$ cat src/rtl/alu_reservation_station_pkg.sv
// Shared types for the ALU reservation station: op codes, flags, and the entry record.
package alu_reservation_station_pkg;

    localparam int GPR_SIZE     = 32;
    localparam int ROB_IDX_SIZE = 5;

    typedef enum logic [3:0] {
        ALU_PLUS  = 4'd0,
        ALU_MINUS = 4'd1,
        ALU_AND   = 4'd2,
        ALU_OR    = 4'd3,
        ALU_XOR   = 4'd4,
        ALU_LSL   = 4'd5,
        ALU_LSR   = 4'd6,
        ALU_CSEL  = 4'd7,
        ALU_MOV   = 4'd8
    } alu_op_t;

    typedef logic [3:0] nzcv_t;

    typedef struct packed {
        logic                    valid;
        alu_op_t                 op;
        logic                    a_ready;
        logic [ROB_IDX_SIZE-1:0] a_rob_index;
        logic [GPR_SIZE-1:0]     a_value;
        logic                    b_ready;
        logic [ROB_IDX_SIZE-1:0] b_rob_index;
        logic [GPR_SIZE-1:0]     b_value;
        logic                    nzcv_ready;
        logic [ROB_IDX_SIZE-1:0] nzcv_rob_index;
        nzcv_t                   nzcv;
        logic                    set_nzcv;
        logic [ROB_IDX_SIZE-1:0] dst_rob_index;
    } rs_entry_t;

    // A waiting operand is satisfied by a broadcast carrying its producer tag.
    function automatic logic tag_hit(
        input logic                    ready,
        input logic [ROB_IDX_SIZE-1:0] tag,
        input logic                    bus_valid,
        input logic [ROB_IDX_SIZE-1:0] bus_tag
    );
        return ~ready & bus_valid & (tag == bus_tag);
    endfunction

endpackage

$ cat src/rtl/alu_reservation_station_age_select.sv
// Oldest-first picker: grants the eligible entry that is older than every other eligible entry.
module rs_age_select
    import alu_reservation_station_pkg::*;
#(
    parameter int N = 8
) (
    input  logic [N-1:0][N-1:0] i_age,
    input  logic [N-1:0]        i_eligible,
    output logic [N-1:0]        o_grant,
    output logic                o_any_eligible
);

    // Row i of the age matrix has bit j set when entry i is older than entry j.
    always_comb begin : p_grant
        logic w_older;
        for (int i = 0; i < N; i++) begin
            w_older = 1'b1;
            for (int j = 0; j < N; j++) begin
                w_older = w_older & ((i == j) | ~i_eligible[j] | i_age[i][j]);
            end
            o_grant[i] = i_eligible[i] & w_older;
        end
    end

    assign o_any_eligible = |i_eligible;

endmodule

$ cat src/rtl/alu_reservation_station.sv
// ALU reservation station: holds dispatched micro-ops until operands arrive on the
// result bus, then issues the oldest ready one to the ALU.
module alu_reservation_station
    import alu_reservation_station_pkg::*;
#(
    parameter int RS_SIZE = 8
) (
    input  logic                    in_clk,
    input  logic                    in_rst_n,
    input  logic                    in_flush,
    input  logic                    in_dispatch_valid,
    input  alu_op_t                 in_dispatch_op,
    input  logic [GPR_SIZE-1:0]     in_dispatch_val_a,
    input  logic [GPR_SIZE-1:0]     in_dispatch_val_b,
    input  logic                    in_dispatch_a_ready,
    input  logic                    in_dispatch_b_ready,
    input  logic                    in_dispatch_nzcv_ready,
    input  logic [ROB_IDX_SIZE-1:0] in_dispatch_a_rob_index,
    input  logic [ROB_IDX_SIZE-1:0] in_dispatch_b_rob_index,
    input  logic [ROB_IDX_SIZE-1:0] in_dispatch_nzcv_rob_index,
    input  nzcv_t                   in_dispatch_nzcv,
    input  logic                    in_dispatch_set_nzcv,
    input  logic [ROB_IDX_SIZE-1:0] in_dispatch_dst_rob_index,
    output logic                    out_dispatch_ready,
    input  logic                    in_fu_done,
    input  logic [ROB_IDX_SIZE-1:0] in_fu_dst_rob_index,
    input  logic [GPR_SIZE-1:0]     in_fu_value,
    input  logic                    in_fu_set_nzcv,
    input  nzcv_t                   in_fu_nzcv,
    input  logic                    in_alu_ready,
    output logic                    out_alu_start,
    output alu_op_t                 out_alu_op,
    output logic [GPR_SIZE-1:0]     out_alu_val_a,
    output logic [GPR_SIZE-1:0]     out_alu_val_b,
    output logic [ROB_IDX_SIZE-1:0] out_alu_dst_rob_index,
    output logic                    out_alu_set_nzcv,
    output nzcv_t                   out_alu_nzcv
);

    localparam int IDX_W = $clog2(RS_SIZE);

    rs_entry_t                       r_entry [RS_SIZE];
    logic [RS_SIZE-1:0][RS_SIZE-1:0] r_age;

    rs_entry_t                       w_kept [RS_SIZE];
    rs_entry_t                       w_new;
    logic [RS_SIZE-1:0]              w_valid;
    logic [RS_SIZE-1:0]              w_eligible;
    logic [RS_SIZE-1:0]              w_grant;
    logic [RS_SIZE-1:0]              w_wake_a;
    logic [RS_SIZE-1:0]              w_wake_b;
    logic [RS_SIZE-1:0]              w_wake_n;
    logic                            w_any_eligible;
    logic                            w_issue;
    logic                            w_alloc;
    logic                            w_byp_a;
    logic                            w_byp_b;
    logic                            w_byp_n;
    logic [IDX_W-1:0]                w_free_idx;
    logic [RS_SIZE-1:0][RS_SIZE-1:0] w_age_nxt;
    logic [$bits(alu_op_t)-1:0]      w_sel_op;
    logic [GPR_SIZE-1:0]             w_sel_a;
    logic [GPR_SIZE-1:0]             w_sel_b;
    logic [ROB_IDX_SIZE-1:0]         w_sel_dst;
    logic                            w_sel_setn;
    nzcv_t                           w_sel_nzcv;

    // Per-entry status: occupancy, issue eligibility and broadcast wakeup hits.
    always_comb begin
        for (int i = 0; i < RS_SIZE; i++) begin
            w_valid[i]    = r_entry[i].valid;
            w_eligible[i] = r_entry[i].valid & r_entry[i].a_ready
                          & r_entry[i].b_ready & r_entry[i].nzcv_ready;
            w_wake_a[i]   = r_entry[i].valid & tag_hit(r_entry[i].a_ready, r_entry[i].a_rob_index,
                                                       in_fu_done, in_fu_dst_rob_index);
            w_wake_b[i]   = r_entry[i].valid & tag_hit(r_entry[i].b_ready, r_entry[i].b_rob_index,
                                                       in_fu_done, in_fu_dst_rob_index);
            w_wake_n[i]   = r_entry[i].valid & tag_hit(r_entry[i].nzcv_ready, r_entry[i].nzcv_rob_index,
                                                       in_fu_done & in_fu_set_nzcv, in_fu_dst_rob_index);
        end
    end

    // Lowest-index free slot; only meaningful while the station is not full.
    always_comb begin
        w_free_idx = {IDX_W{1'b0}};
        for (int i = RS_SIZE - 1; i >= 0; i--) begin
            w_free_idx = w_valid[i] ? w_free_idx : IDX_W'(i);
        end
    end

    assign out_dispatch_ready = ~(&w_valid);
    assign w_alloc            = in_dispatch_valid & out_dispatch_ready & ~in_flush;
    assign w_issue            = w_any_eligible & in_alu_ready & ~in_flush;
    assign out_alu_start      = w_issue;

    assign w_byp_a = tag_hit(in_dispatch_a_ready, in_dispatch_a_rob_index, in_fu_done, in_fu_dst_rob_index);
    assign w_byp_b = tag_hit(in_dispatch_b_ready, in_dispatch_b_rob_index, in_fu_done, in_fu_dst_rob_index);
    assign w_byp_n = tag_hit(in_dispatch_nzcv_ready, in_dispatch_nzcv_rob_index,
                             in_fu_done & in_fu_set_nzcv, in_fu_dst_rob_index);

    // New entry, picking up a result broadcast in the same cycle as dispatch.
    always_comb begin
        w_new.valid          = 1'b1;
        w_new.op             = in_dispatch_op;
        w_new.a_ready        = in_dispatch_a_ready | w_byp_a;
        w_new.a_rob_index    = in_dispatch_a_rob_index;
        w_new.a_value        = w_byp_a ? in_fu_value : in_dispatch_val_a;
        w_new.b_ready        = in_dispatch_b_ready | w_byp_b;
        w_new.b_rob_index    = in_dispatch_b_rob_index;
        w_new.b_value        = w_byp_b ? in_fu_value : in_dispatch_val_b;
        w_new.nzcv_ready     = in_dispatch_nzcv_ready | w_byp_n;
        w_new.nzcv_rob_index = in_dispatch_nzcv_rob_index;
        w_new.nzcv           = w_byp_n ? in_fu_nzcv : in_dispatch_nzcv;
        w_new.set_nzcv       = in_dispatch_set_nzcv;
        w_new.dst_rob_index  = in_dispatch_dst_rob_index;
    end

    // Resident entries: capture wakeups, drop the issued entry, clear all on flush.
    always_comb begin
        for (int i = 0; i < RS_SIZE; i++) begin
            w_kept[i]            = r_entry[i];
            w_kept[i].a_ready    = r_entry[i].a_ready | w_wake_a[i];
            w_kept[i].a_value    = w_wake_a[i] ? in_fu_value : r_entry[i].a_value;
            w_kept[i].b_ready    = r_entry[i].b_ready | w_wake_b[i];
            w_kept[i].b_value    = w_wake_b[i] ? in_fu_value : r_entry[i].b_value;
            w_kept[i].nzcv_ready = r_entry[i].nzcv_ready | w_wake_n[i];
            w_kept[i].nzcv       = w_wake_n[i] ? in_fu_nzcv : r_entry[i].nzcv;
            w_kept[i].valid      = r_entry[i].valid & ~(w_issue & w_grant[i]) & ~in_flush;
        end
    end

    // A newly allocated entry is younger than everything currently valid.
    always_comb begin
        for (int i = 0; i < RS_SIZE; i++) begin
            for (int j = 0; j < RS_SIZE; j++) begin
                w_age_nxt[i][j] = (w_alloc && (w_free_idx == IDX_W'(i))) ? 1'b0 :
                                  (w_alloc && (w_free_idx == IDX_W'(j))) ? w_valid[i] :
                                  r_age[i][j];
            end
        end
    end

    rs_age_select #(
        .N (RS_SIZE)
    ) u_age_select (
        .i_age          (r_age),
        .i_eligible     (w_eligible),
        .o_grant        (w_grant),
        .o_any_eligible (w_any_eligible)
    );

    // One-hot mux of the granted entry onto the issue fields.
    always_comb begin
        w_sel_op   = {$bits(alu_op_t){1'b0}};
        w_sel_a    = {GPR_SIZE{1'b0}};
        w_sel_b    = {GPR_SIZE{1'b0}};
        w_sel_dst  = {ROB_IDX_SIZE{1'b0}};
        w_sel_setn = 1'b0;
        w_sel_nzcv = 4'b0000;
        for (int i = 0; i < RS_SIZE; i++) begin
            w_sel_op   = w_sel_op   | ({$bits(alu_op_t){w_grant[i]}} & r_entry[i].op);
            w_sel_a    = w_sel_a    | ({GPR_SIZE{w_grant[i]}} & r_entry[i].a_value);
            w_sel_b    = w_sel_b    | ({GPR_SIZE{w_grant[i]}} & r_entry[i].b_value);
            w_sel_dst  = w_sel_dst  | ({ROB_IDX_SIZE{w_grant[i]}} & r_entry[i].dst_rob_index);
            w_sel_setn = w_sel_setn | (w_grant[i] & r_entry[i].set_nzcv);
            w_sel_nzcv = w_sel_nzcv | ({4{w_grant[i]}} & r_entry[i].nzcv);
        end
    end

    assign out_alu_op            = w_issue ? alu_op_t'(w_sel_op) : ALU_PLUS;
    assign out_alu_val_a         = w_issue ? w_sel_a : {GPR_SIZE{1'b0}};
    assign out_alu_val_b         = w_issue ? w_sel_b : {GPR_SIZE{1'b0}};
    assign out_alu_dst_rob_index = w_issue ? w_sel_dst : {ROB_IDX_SIZE{1'b0}};
    assign out_alu_set_nzcv      = w_issue & w_sel_setn;
    assign out_alu_nzcv          = w_issue ? w_sel_nzcv : 4'b0000;

    // Entry and age state registers.
    always_ff @(posedge in_clk or negedge in_rst_n) begin
        if (!in_rst_n) begin
            for (int i = 0; i < RS_SIZE; i++) begin
                r_entry[i] <= {$bits(rs_entry_t){1'b0}};
            end
            r_age <= {(RS_SIZE * RS_SIZE){1'b0}};
        end else begin
            for (int i = 0; i < RS_SIZE; i++) begin
                r_entry[i] <= (w_alloc && (w_free_idx == IDX_W'(i))) ? w_new : w_kept[i];
            end
            r_age <= w_age_nxt;
        end
    end

endmodule

$ cat config.mk
export PLATFORM = sky130hd
export DESIGN_NAME = alu_reservation_station
export DESIGN_NICKNAME = d
export VERILOG_FILES = /design/src/rtl/alu_reservation_station_pkg.sv /design/src/rtl/alu_reservation_station_age_select.sv /design/src/rtl/alu_reservation_station.sv
export SDC_FILE = /design/constraint.sdc
export NUM_CORES = 2
export LEC_CHECK = 0
export CELL_PAD_IN_SITES_DETAIL_PLACEMENT = 0
export CELL_PAD_IN_SITES_GLOBAL_PLACEMENT = 1
export CORE_MARGIN = 1
export CORE_UTILIZATION = 32
export CTS_CLUSTER_SIZE = 24
export DETAILED_ROUTE_END_ITERATION = 10
export GPL_ROUTABILITY_DRIVEN = 0
export PLACE_DENSITY = 0.62
export SYNTH_ARGS = -nofsm -noshare
export SYNTH_HDL_FRONTEND = slang
export SYNTH_SLANG_ARGS = --single-unit
$ cat constraint.sdc
create_clock -name in_clk -period 2.7 [get_ports in_clk]
set_clock_uncertainty 0.15 [all_clocks]
set_input_delay 0.405 -clock in_clk [delete_from_list [all_inputs] [get_ports in_clk]]
set_output_delay 0.405 -clock in_clk [all_outputs]
set_load 0.02 [all_outputs]
==> impl_metrics.json <==
{
  "die-area_sq_um": 125000,
  "die_w_microns": 354,
  "finalSetupViolations": 79,
  "grt_pass1_wl_microns": 267000,
  "first_pass_iters": 6,
  "clock_latency_ns": 0.71,
  "dpl.hpwl_microns": 115000,
  "hold_viol": 0,
  "track_usage_pct": 28.7,
  "ios": 224,
  "synth_area_per_cell_sq_um": 9.18,
  "max_slew_margin_pct": 48.1,
  "tritoncts": "built",
  "area_growth_pct": 38.8,
  "drc": 0,
  "ys_ff_latch": 832,
  "required_ns": 2.14,
  "port_buffers": 223,
  "nFillCells": 11561,
  "final_nets": 5003,
  "synth_nets": 4458,
  "ys_seq_area_share_pct": 52.6,
  "yosysUniqueCellTypes": 64,
  "via_per_inst": 5.77,
  "stdcell_count": 6564,
  "synth_enable_flop_cells": 0,
  "hp-class": "in -> async",
  "violations": "setup timing",
  "ff2ff_path_depth": 9,
  "num_rows": 128,
  "fin_crit_ns": 3.74,
  "cellPowerDensity_nw_per_um2": 578,
  "rsz0062_at_grt": "yes",
  "htree_levels": 3,
  "synth_area_leaders": "dfrtp_1, nand2_1, nor2_1",
  "post_drt_wl_per_cell_microns": 28.0,
  "drt_iter0_markers": 4582,
  "synth_ff_type": "dfrtp_1",
  "yosysTopAreaCell": "dfrtp_1",
  "syn-cell-area_sq_um": 39600,
  "routed_wl_microns": 184000,
  "synth_top_cell_area_share_pct": 52.6,
  "cts_buffer_depth": 3,
  "status": "finished with violations",
  "postRouteAntennaNets": 0,
  "vdd_drop_max_mv": 0.445,
  "grt_overflow": 0,
  "dp.cells": 6237,
  "vias": 37874,
  "worst_pin_slew_ns": 0.776,
  "ys_warn_count": 0,
  "criticalPathCategory": "reg -> out",
  "worst_setup_path_end_kind": "output pin",
  "grt_max_degree": 100,
  "slew_violations": 0,
  "core_sq_um": 122000,
  "cap_viol_max_count": 0,
  "period_share_pct": 139,
  "multi_input_area_sq_um": 18200,
  "maxClockFrequency_mhz": 267,
  "regArea_sq_um": 20800,
  "antenna_found_initial": 13,
  "die_h_microns": 354,
  "root_buffer": "clkbuf_16",
  "path_max_fanout": 6,
  "fin_ws_ns": -1.04,
  "worstPathArrival_ns": 3.19,
  "initial_core_util_pct": 32.4,
  "clk_pin_slew_ns": 0.06,
  "setup.worst_path.start_class": "flop",
  "cts.sinks": 832,
  "async_flop_share_pct": 100,
  "grt_pass1_vias": 37434,
  "syn-instance-count": 4314,
  "drive_above_1_share_pct": 25.3,
  "power.leakage_nw": 25.4,
  "fin_setup_tns_ns": -73.97,
  "cts_made_buffers": 98
}
[state kept, by name (all words and copies together) (netlist names)]
signal / count
r_entry: 776
r_age: 56
[power by group]
group	switching (mW)	leakage (nW)	internal, mW	total [mW]
logic	1.95	12.8	1.44	3.39
clock network	5.69	1.67	8.32	14.0
registers	0.780	11.0	13.6	14.3
[worst max-delay path: stages, from the launching register on]
cell and delay (ns):
dfrtp_1 0.39, nand4_4 0.20, buf_6 0.18, o21bai_4 0.16
nor4_4 0.29, buf_12 0.20, buf_12 0.14, buf_8 0.11
a22o_1 0.16, a221oi_2 0.05, a31oi_2 0.26, buf_4 0.20
buf_6 0.12
[cells in the final DEF (no fill, tap or decap), drive strengths merged, types with 82 or more instances in the layout]
cell type	instances
dfrtp	832
buf	747
clkdlybuf4s50	137
clkbuf	157
nor2	689
a22oi	223
inv	114
a21oi	82
nand2	777
xnor2	93
a31oi	82
o22ai	408
[kinds of logic after synthesis]
kind of cell	share of synthesized area (%)
buffers and inverters	6.37
DFF	52.6
AOI/OAI and AO/OA	20.0
muxes	0.967
and+or+nand+nor	17.1
xor gates and xnor gates	2.99
[worst paths after layout]
kind                                                   start  slack [ns]           endpoint
worst max-delay path                             r_entry[15]       -1.04  out_alu_val_a[30]
worst min-delay path                                in_rst_n        0.09       r_entry[649]
worst max register to register                  r_entry[775]        0.04       r_entry[367]
worst min register to register                    r_entry[4]        0.33         r_entry[4]
max in group asynchronous                           in_rst_n        1.34       r_entry[233]
min in group in_clk             in_dispatch_dst_rob_index[3]        0.31       r_entry[682]
[metal layers]
layer  GRT usage, %  part of all wire [%]  vias up
met5              0                 0.074        -
met4           10.9                   4.0       20
met3           5.55                   8.5      424
met2           44.9                    46     1980
met1           39.0                    42    19125
li1               -                     -    16325
[Yosys cell counts, types with 9 or more instances]
master	number
nand2_1	777
clkbuf_1	239
nor4_1	9
o22ai_1	407
nor2_1	684
buf_4	23
a221oi_1	78
a222oi_1	73
buf_6	20
o211ai_1	20
nand4_1	24
a22o_1	78
nor3_1	17
inv_1	112
nand3_1	23
nand2b_1	10
buf_2	148
o21ai_1	11
a31oi_1	82
nand3b_1	20
nor4_2	9
buf_1	15
o21ai_0	45
mux2_2	25
xor2_1	42
a21oi_1	82
dfrtp_1	832
a22oi_1	223
xnor2_1	93
[per-stage QoR]
step	utilization, %	instance area [sq um]	setup WS [ns]	power [mW]	hold WS [ns]
6_report	45.0	55000	-1.04	31.7	0.0904
5_1_grt	45.0	55000	-1.11	32.8	0.0948
4_1_cts	43.8	53600	-1.04	31.7	0.0890
3_5_place_dp	39.2	47900	-1.02	17.6	0.200
3_3_place_gp	39.2	47900	-1.02	17.5	0.200
2_1_floorplan	-	39600	0.0168	16.0	-0.0406
[timing repair]
action,CTS,global route
cloned,12,4
endpoints found under the setup margin,80,148
gates resized for setup,621,183
endpoints found under the hold margin,349,0
setup buffers,85,66
hold buffers,1,0
pin swaps,93,94
[area by class of cell]
class                   count  share of cell area, %
flip-flops and latches    832                   37.9
multi-input cells        2924                   33.1
repair buffers            890                   18.4
clock buffers             152                   5.56
well taps                1625                   3.70
inverters                 113                  0.779
clock inverters            25                  0.585
diodes                      3                 0.0137
Power figures use the tool's default switching activity.
